===== src/rtl/vector_load_assembler_pkg.sv =====
// Shared vector-load types and derived sizes.
// Granule 0 of element 0 sits at the vector MSB.
package vector_load_assembler_pkg;

   localparam int NUM_ELEMS           = 8;
   localparam int ELEM_SIZE           = 16;
   localparam int ENABLES_PER_ELEMENT = 4;
   localparam int VRF_SIZE            = 32;
   localparam int BUS_WIDTH           = 32;

   localparam int VEC_WIDTH        = NUM_ELEMS * ELEM_SIZE;
   localparam int SUB_ELEMENT_SIZE = ELEM_SIZE / ENABLES_PER_ELEMENT;
   localparam int BEATS            = VEC_WIDTH / BUS_WIDTH;
   localparam int GRANULES         = NUM_ELEMS * ENABLES_PER_ELEMENT;
   localparam int GRAN_PER_BEAT    = BUS_WIDTH / SUB_ELEMENT_SIZE;
   localparam int ADDR_W           = $clog2(VRF_SIZE);
   localparam int CNT_W            = $clog2(BEATS + 1);

   typedef logic [VEC_WIDTH-1:0] vector_raw_t;
   typedef logic [0:GRANULES-1] flat_mask_t;
   typedef logic [0:ENABLES_PER_ELEMENT-1] elem_mask_t;
   typedef elem_mask_t write_mask_t [0:NUM_ELEMS-1];

   typedef enum logic [1:0] {IDLE, COLLECT, WRITE} state_t;

   // A zero or oversized beat count means a full vector.
   function automatic logic [CNT_W-1:0] norm_beats(
      input logic [CNT_W-1:0] n
   );
      if (n == '0 || n > CNT_W'(BEATS))
         return CNT_W'(BEATS);
      return n;
   endfunction

endpackage


===== src/rtl/vector_beat_mask_gen.sv =====
// Beat index to granule-enable contribution.
// Beat 0 covers the granules at the vector MSB.
module vector_beat_mask_gen
   import vector_load_assembler_pkg::*;
(
   input  logic [CNT_W-1:0] beat_idx,
   output flat_mask_t       mask
);

   // Set every granule that falls inside the beat's bit range.
   always_comb begin
      mask = '0;
      for (int i = 0; i < GRANULES; i++) begin
         if (i / GRAN_PER_BEAT == int'(beat_idx))
            mask[i] = 1'b1;
      end
   end

endmodule


===== src/rtl/vector_load_assembler.sv =====
// Collects memory beats into one vector and
// issues a single masked VRF write.
module vector_load_assembler
   import vector_load_assembler_pkg::*;
(
   input  logic                 clk,
   input  logic                 reset,
   input  logic                 flush,
   input  logic                 req_valid,
   output logic                 req_ready,
   input  logic [ADDR_W-1:0]    req_addr,
   input  logic [CNT_W-1:0]     req_beats,
   input  logic                 beat_valid,
   output logic                 beat_ready,
   input  logic [BUS_WIDTH-1:0] beat_data,
   output logic                 vrf_en,
   output logic                 vrf_we,
   input  logic                 vrf_gnt,
   output logic [ADDR_W-1:0]    vrf_addr,
   output write_mask_t          vrf_write_mask,
   output logic [VEC_WIDTH-1:0] vrf_data_w,
   output logic                 busy,
   output logic                 done
);

   state_t        state, state_nx;
   logic [CNT_W-1:0]  cnt, beats_r;
   logic [ADDR_W-1:0] addr_r;
   vector_raw_t   data_r;
   flat_mask_t    mask_r, beat_mask;
   logic          done_r;
   logic          accept, take_beat, last_beat;

   assign accept    = state == IDLE && req_valid && !flush;
   assign take_beat = state == COLLECT && beat_valid && !flush;
   assign last_beat = take_beat && (cnt + CNT_W'(1) == beats_r);

   vector_beat_mask_gen u_mask_gen (
      .beat_idx (cnt),
      .mask     (beat_mask)
   );

   // State register.
   always_ff @(posedge clk or posedge reset) begin
      if (reset) state <= IDLE;
      else       state <= state_nx;
   end

   // Next-state: grant wins over flush in WRITE.
   always_comb begin
      state_nx = state;
      unique case (state)
         IDLE:    if (accept) state_nx = COLLECT;
         COLLECT: begin
            if (flush)          state_nx = IDLE;
            else if (last_beat) state_nx = WRITE;
         end
         WRITE:   if (vrf_gnt || flush) state_nx = IDLE;
         default: state_nx = IDLE;
      endcase
   end

   // Request latch, beat assembly and done pulse.
   always_ff @(posedge clk or posedge reset) begin
      if (reset) begin
         cnt     <= '0;
         beats_r <= '0;
         addr_r  <= '0;
         data_r  <= '0;
         mask_r  <= '0;
         done_r  <= 1'b0;
      end else begin
         done_r <= state == WRITE && vrf_gnt;
         if (accept) begin
            addr_r  <= req_addr;
            beats_r <= norm_beats(req_beats);
            cnt     <= '0;
            data_r  <= '0;
            mask_r  <= '0;
         end
         if (take_beat) begin
            cnt    <= cnt + CNT_W'(1);
            mask_r <= mask_r | beat_mask;
            for (int k = 0; k < BEATS; k++) begin
               if (cnt == CNT_W'(k))
                  data_r[VEC_WIDTH-1-k*BUS_WIDTH -: BUS_WIDTH] <= beat_data;
            end
         end
      end
   end

   // Unflatten the granule mask into per-element enables.
   always_comb begin
      vrf_write_mask = '{default: '0};
      for (int e = 0; e < NUM_ELEMS; e++) begin
         for (int g = 0; g < ENABLES_PER_ELEMENT; g++)
            vrf_write_mask[e][g] = mask_r[e*ENABLES_PER_ELEMENT+g];
      end
   end

   assign req_ready  = state == IDLE;
   assign beat_ready = state == COLLECT;
   assign vrf_en     = state == WRITE;
   assign vrf_we     = state == WRITE;
   assign busy       = state != IDLE;
   assign done       = done_r;
   assign vrf_addr   = addr_r;
   assign vrf_data_w = data_r;

endmodule


===== config.mk =====
export PLATFORM = sky130hd
export DESIGN_NAME = vector_load_assembler
export DESIGN_NICKNAME = d
export VERILOG_FILES = /design/src/rtl/vector_load_assembler_pkg.sv /design/src/rtl/vector_beat_mask_gen.sv /design/src/rtl/vector_load_assembler.sv
export SDC_FILE = /design/constraint.sdc
export NUM_CORES = 1
export LEC_CHECK = 0
export CAP_MARGIN = 15
export CORE_ASPECT_RATIO = 1.75
export CORE_MARGIN = 2
export CORE_UTILIZATION = 47
export DETAILED_ROUTE_END_ITERATION = 10
export HOLD_SLACK_MARGIN = 0.15
export PLACE_DENSITY_LB_ADDON = 0.1
export SETUP_SLACK_MARGIN = 0.1
export SYNTH_ARGS = -nofsm -noshare
export SYNTH_HDL_FRONTEND = slang
export SYNTH_SLANG_ARGS = --single-unit

===== constraint.sdc =====
create_clock -name clk -period 7.35 [get_ports clk]
set_clock_uncertainty 0.1 [all_clocks]
set_input_delay 1.1025 -clock clk [delete_from_list [all_inputs] [get_ports clk]]
set_output_delay 1.1025 -clock clk [all_outputs]
set_load 0.03 [all_outputs]

Yosys cells after proc, flatten, opt, wreduce, memory -nomap -nowiden --
Cells that the tools add are included.
Storage, ports and cells: register bits 174, input bits 46, output and inout bits 171
Cells by class: $add $sub $neg 1, order comparisons 1, equality and inequality tests 12, mux-type cells 23, bitwise logic cells 1, reduce and logical (&&, ||, !) cells 16
Operators by type and width (number):
- 128-bit 2-to-1 mux | 2
- 32-bit 2-to-1 mux | 6
- 32-bit bitwise OR | 1
- 3-bit 2-to-1 mux | 4
- 3-bit logical NOT | 3
- 2-bit 2-to-1 mux | 4
- 3-bit by 2-bit == test with 1-bit output, second input constant | 2
- 3-bit == test, first input constant | 2
- 1-bit logical AND | 6
- 1-bit 2-to-1 mux | 6
- 2-bit one-hot mux with 3 select lines | 1
- 2-bit by 1-bit != test with 1-bit output, second input constant | 2
- 2-bit nonzero test | 2
- 3-bit by 1-bit adder with 3-bit output, second input constant | 1
- 2-bit by 3-bit == test with 1-bit output, first input constant | 1
- 3-bit by 1-bit == test with 1-bit output, second input constant | 1
- 3-bit == test | 1
- 3-bit greater-than comparator, second input constant | 1
- 3-bit by 2-bit != test with 1-bit output, second input constant | 1
- 3-bit AND reduction | 1
- 2-bit by 1-bit == test with 1-bit output, second input constant | 1
- 2-bit == test, second input constant | 1
- 2-bit logical NOT | 1
- 1-bit logical OR | 2
- 1-bit logical NOT | 1

Depth between registers and ports, before layout --
word-level depth 7, depth in mapped cells 6

Modules after synthesis --
Synthesis repeated with hierarchy kept, for this count alone.
Second synthesis, totals: cell total of the unflattened synthesis 699, area total of the unflattened synthesis 7442.1 um2
Modules (own cells, without submodules):
- vector_load_assembler | times used 1, cells an instance 667, area each 7201.9 um2
- vector_beat_mask_gen | times used 1, cells an instance 32, area each 240.2 um2

Worst setup path after synthesis --
OpenSTA, ideal clock, no wires.
path kind register to output, start point register state[1], end point output vrf_we, arrival 1.195 ns, slack 4.953 ns, cell stages (with the launch flop) 3, buffers on the path 1, cells stage by stage dfrtp_1 nor2b_1 buf_4
On the way: longest elaborated chain between the ends 1
Ends and longest elaborated chain:
- start: declaration | line vector_load_assembler.sv:26 | state_t state, state_nx;
- start signal: assignment | line vector_load_assembler.sv:46 | else state <= state_nx;
- 2-bit == test
- end: declaration | line vector_load_assembler.sv:17 | output logic vrf_we,
No other way between the ends.

Final worst setup path --
start point input flush, end point register data_r[83], in the netlist vrf_data_w[83]
On the way: longest elaborated chain between the ends 5, elaborated cells on any way between the ends 6
Ends and longest elaborated chain:
- start: declaration | line vector_load_assembler.sv:8 | input logic flush,
- 1-bit logical NOT * | line vector_load_assembler.sv:34, vector_load_assembler.sv:35
- 1-bit logical AND | line vector_load_assembler.sv:34 | assign accept = state == IDLE && req_valid && !flush;
- 128-bit 2-to-1 mux | line vector_load_assembler.sv:74 | if (accept) begin
- 32-bit 2-to-1 mux | line vector_load_assembler.sv:85 | if (cnt == CNT_W'(k))
- 128-bit 2-to-1 mux * | line vector_load_assembler.sv:81 | if (take_beat) begin
- end signal: indexed assignment | line vector_load_assembler.sv:86 | data_r[VEC_WIDTH-1-k*BUS_WIDTH -: BUS_WIDTH] <= beat_data;
- end: declaration | line vector_load_assembler.sv:29 | vector_raw_t data_r;
Mark *: on every way between the ends. The rest lies on a longest branch, timed or not. A chain may end at the register's enable or synchronous reset.

==> impl.org <==
** Place
- Quantity of I/O buffers inserted on ports :: 216
- Routability congestion estimate :: approximately 0.78
- Total placed instance area :: about 0.0093 mm²
- Dpl hpwl :: around 13 mm
- Including well taps, the total number of placed cells is 984.
- Post-place setup slack :: 3.07 ns

** Clock tree
- Clock tree from TritonCTS :: done
- Number of buffers between clock root and the deepest sink :: 2
- Clk Tree Root Cell :: clkbuf_16
- The clock tree synthesis step divided the H-tree into 4 levels.
- The clock net in this run drives a total of 174 sinks.
- After clock tree synthesis, the flow added hold-fix buffers numbering 0.
- Clock buffer count from CTS :: 17
- Post-CTS timing repair inserted 0 buffers for setup.
- The number of gates resized after CTS was 0.
- Insertion delay of the later-clocked pin in the worst-skew pair :: 0.42 ns
- After clock tree synthesis, the clock-pin slew on the worst setup and hold paths is 0.07 ns.

** Detailed routing
- The routed design has roughly 19 mm of wire.
- WL per Instance :: 18.2 µm
- Post-detailed-route via-to-cell ratio :: 5.20
- The detail route stage leaves a number of antenna-violating nets equal to 0.
- Total iterations of the first detailed-routing run :: 4
- For this block, wires on met1 add up to 7.05 mm.
- Detailed routing placed a total of roughly 1.1 mm of wire on met3.
- Remaining design rule violation count :: 0
- Detailed routing inserted a total of 5,292 vias.
- The routed design uses between 9 and 10 mm of met2 wire.
- Routed signal wires occupy layers up through met4.
- Iteration-0 DRC Markers :: about 230

** Synthesis
- Synthesis handed over a netlist of between 600 and 700 instances.
- Flop and latch count out of synthesis :: roughly 170
- Warnings, synthesis :: 0
- In this run, synthesis inferred 0 flip-flops with an integrated enable.
- Sequential cell area fraction in the yosys report :: approximately 61%
- After synthesis the cells add up to 0.00714 mm².
- Mapped Nets :: 678
- Number of distinct library cell variants in the gate-level netlist after synthesis :: 34
- Each instance of the synthesized netlist takes up on average between 10 and 15 µm².
- For this run, the leading register cell type out of synthesis is dfrtp_1.
- Async set or reset register ratio after synthesis :: 100%

** Worst hold path
- Hold path startpoint :: vrf_write_mask[0]$_DFFE_PP0P_
- In this run the worst hold path is classified as register to register.

** GRT
- Initial antenna violation count :: 0
- Global routing used 23.3% of the available tracks across all layers.
- The first global-routing pass estimated between 20 and 30 mm of wire.
- Congestion Overflow GR :: 0
- Largest net degree at the start of global routing :: around 110
- The number of global-route vias before repair is ~5,700.

** Final layout
- Number of diodes added for antenna fixing :: 0
- Area Overhead vs Synth :: 39.3%
- Finished layout cell area :: 0.00995 mm²
- Layout cell share with drive strength beyond 1 :: 5.76%
- Number of nets in the layout :: 873
- Measured on the finished design, the core utilization comes to between 60 and 70%.
- Once layout is complete, the cells apart from fillers number 1,017.
- After filler insertion, the fill cell instance count of the layout stands at 1,171.

** STA
- Hold Slack :: 0.378 ns
- Transition time at the pin with the least slew margin :: roughly 1.1 ns
- The final critical path takes up a little under half of the cycle.
- Headroom to the max-slew limit came out at 28.8%.
- Time the final worst path needs with I/O delays and setup :: 3.52 ns
- Number of hold-slack violations in the final timing report :: 0
- Post-layout worst setup margin :: approximately 3.8 ns
- Achievable frequency :: 284 MHz
- The max-slew violation count was 0.
- RSZ-0062 raised after global routing :: false
- Final sum of negative setup slack :: 0 ns
- Setup violations remaining at the end of the flow were counted as 0.

** Critical path
- Peak fanout along the critical path :: 40
- Data arrival time of the critical path :: 3.74 ns
- The worst register-to-register path begins at state[1]$_DFFE_PP0P_.
- CP endpoint :: vrf_data_w[83]$_DFF_PP0_
- At the worst endpoint, the required time is 7.57 ns.
- The worst register-to-register path ends at vrf_data_w[83]$_DFF_PP0_.
- Counting cells, the worst reg-to-reg path comes to 3.
- Class of the most critical setup path :: input port to register
- Critical Path Source :: flush
- Critical Path Sink Type :: register
- The worst setup path is launched from an input port.
- In this run the register-to-register setup slack is 4.58 ns.

** Power
- Combinational share of power :: 24.9%
- Net switching is 31.6% of the power.
- Power, Total :: 2.71 mW
- Of the total power, registers draw a little over two fifths.
- Internal power summed over all cells :: 1.85 mW
- Static leakage :: 5.13 nW
- Of the total power, the clock network draws 33.2%.
- Largest vdd supply drop :: 0.172 mV
- Switching component of the power :: 0.856 mW
- Power spread over the standard cell area amounts to 272 mW/mm².

** Floorplanning
- Std-Cell Core Area :: about 0.015 mm²
- Overall die width :: 97.2 µm
- I/O pins :: 217
- The die covers around 0.016 mm².
- Measured along the y axis, the die boundary spans ~170 µm.
- Once the floorplan was initialized, standard cells occupied slightly below 50% of the core.
- Row generation in the floorplan step produced 59 rows.

** Run
- Max-cap check violation count :: 0

** Outcome
- Status :: completed
-- worst max-delay path, stage by stage --
cell             delay [ns]
clkdlybuf4s50_1        0.50
and4bb_2               1.00
nand3_4                0.74
mux2i_1                0.38
-- how the worst min path moves through the flow --
stage,end,slack (ns),cells after the start
2_1_floorplan,cnt[2]$_DFFE_PP0P_,0.36,1
3_3_place_gp,vrf_write_mask[7]$_DFFE_PP0P_,0.36,1
3_5_place_dp,vrf_write_mask[0]$_DFFE_PP0P_,0.37,1
4_1_cts,vrf_write_mask[0]$_DFFE_PP0P_,0.38,1
5_1_grt,vrf_write_mask[0]$_DFFE_PP0P_,0.39,1
6_report,vrf_write_mask[0]$_DFFE_PP0P_,0.38,1
-- power by group through the flow --
stage / Combinational [mW] / Sequential (mW) / Clock (mW)
floorplan: 0.192 / 1.34 / 0
global placement: 0.668 / 1.14 / 0
detailed placement: 0.679 / 1.15 / 0
CTS: 0.682 / 1.13 / 0.914
global route: 0.714 / 1.15 / 0.956
finish: 0.674 / 1.13 / 0.899
-- synthesized netlist by cell type (3+ instances only) --
cell type  number  area share (%)
buf_2          28             2.0
o21ai_0        33             2.3
o21a_1         24             2.5
nand3_1        33             2.3
mux2_2          5            0.79
nand3_4         3            0.74
a21o_1          8            0.84
and3_1          3            0.26
buf_4           4            0.42
ha_1            6             1.1
inv_1          39             2.0
clkbuf_1       11            0.58
o21ai_1         3            0.21
dfrtp_1       174              61
nand2_1       132             6.9
and2_1          3            0.26
mux2i_1        96              13
-- final cells by class --
type	count	area [µm²]	area share, %
well taps	183	229	2.30
clock buffers	19	433	4.35
flip-flops and latches	174	4350	43.7
inverters	40	155	1.56
clock inverters	13	154	1.55
multi-input cells	368	2420	24.3
repair buffers	220	2210	22.2
-- logic make-up after synthesis --
family | count (synthesis) | share of synthesized area, %
AO/OA/AOI/OAI | 74 | 6.50
XOR/XNOR | 3 | 0.368
adder cells (fa/ha/maj) | 6 | 1.05
buffers and inverters | 84 | 5.22
flip-flops | 174 | 60.9
multiplexers | 101 | 14.2
AND/OR/NAND/NOR | 184 | 11.7
-- routing by layer --
metal	vias to the layer above	global-route usage, %
li1	2448	-
met1	2629	26.7
met2	178	40.4
met3	37	6.22
met4	0	10.7
met5	-	0
-- flip-flops by register name, indices dropped and copies added (netlist names) --
| signal | flops |
|---|---|
| done | 1 |
| state | 2 |
| vrf_write_mask | 32 |
| vrf_addr | 5 |
| vrf_data_w | 128 |
| beats_r | 3 |
| cnt | 3 |
-- cells in the final DEF, fill, tap and decap left out, types with 2 or more instances in the layout --
cell type	synthesis	final
o21ai_0	33	33
or2_2	2	2
nand3_4	3	3
clkinv_4	0	4
a21o_1	8	8
dfrtp_1	174	174
o21ai_1	3	3
and3_1	3	3
mux2_2	5	5
inv_1	39	38
and2_1	3	3
clkbuf_16	0	17
a21oi_1	2	2
inv_6	0	5
o21a_1	24	24
xnor2_1	2	2
clkdlybuf4s50_1	0	216
nand2b_1	2	2
mux2i_1	96	96
nand2_1	132	132
clkbuf_1	11	2
ha_1	6	6
buf_4	4	3
nand3_1	33	33
bufinv_16	0	2
(Power assumes the default switching activity.)
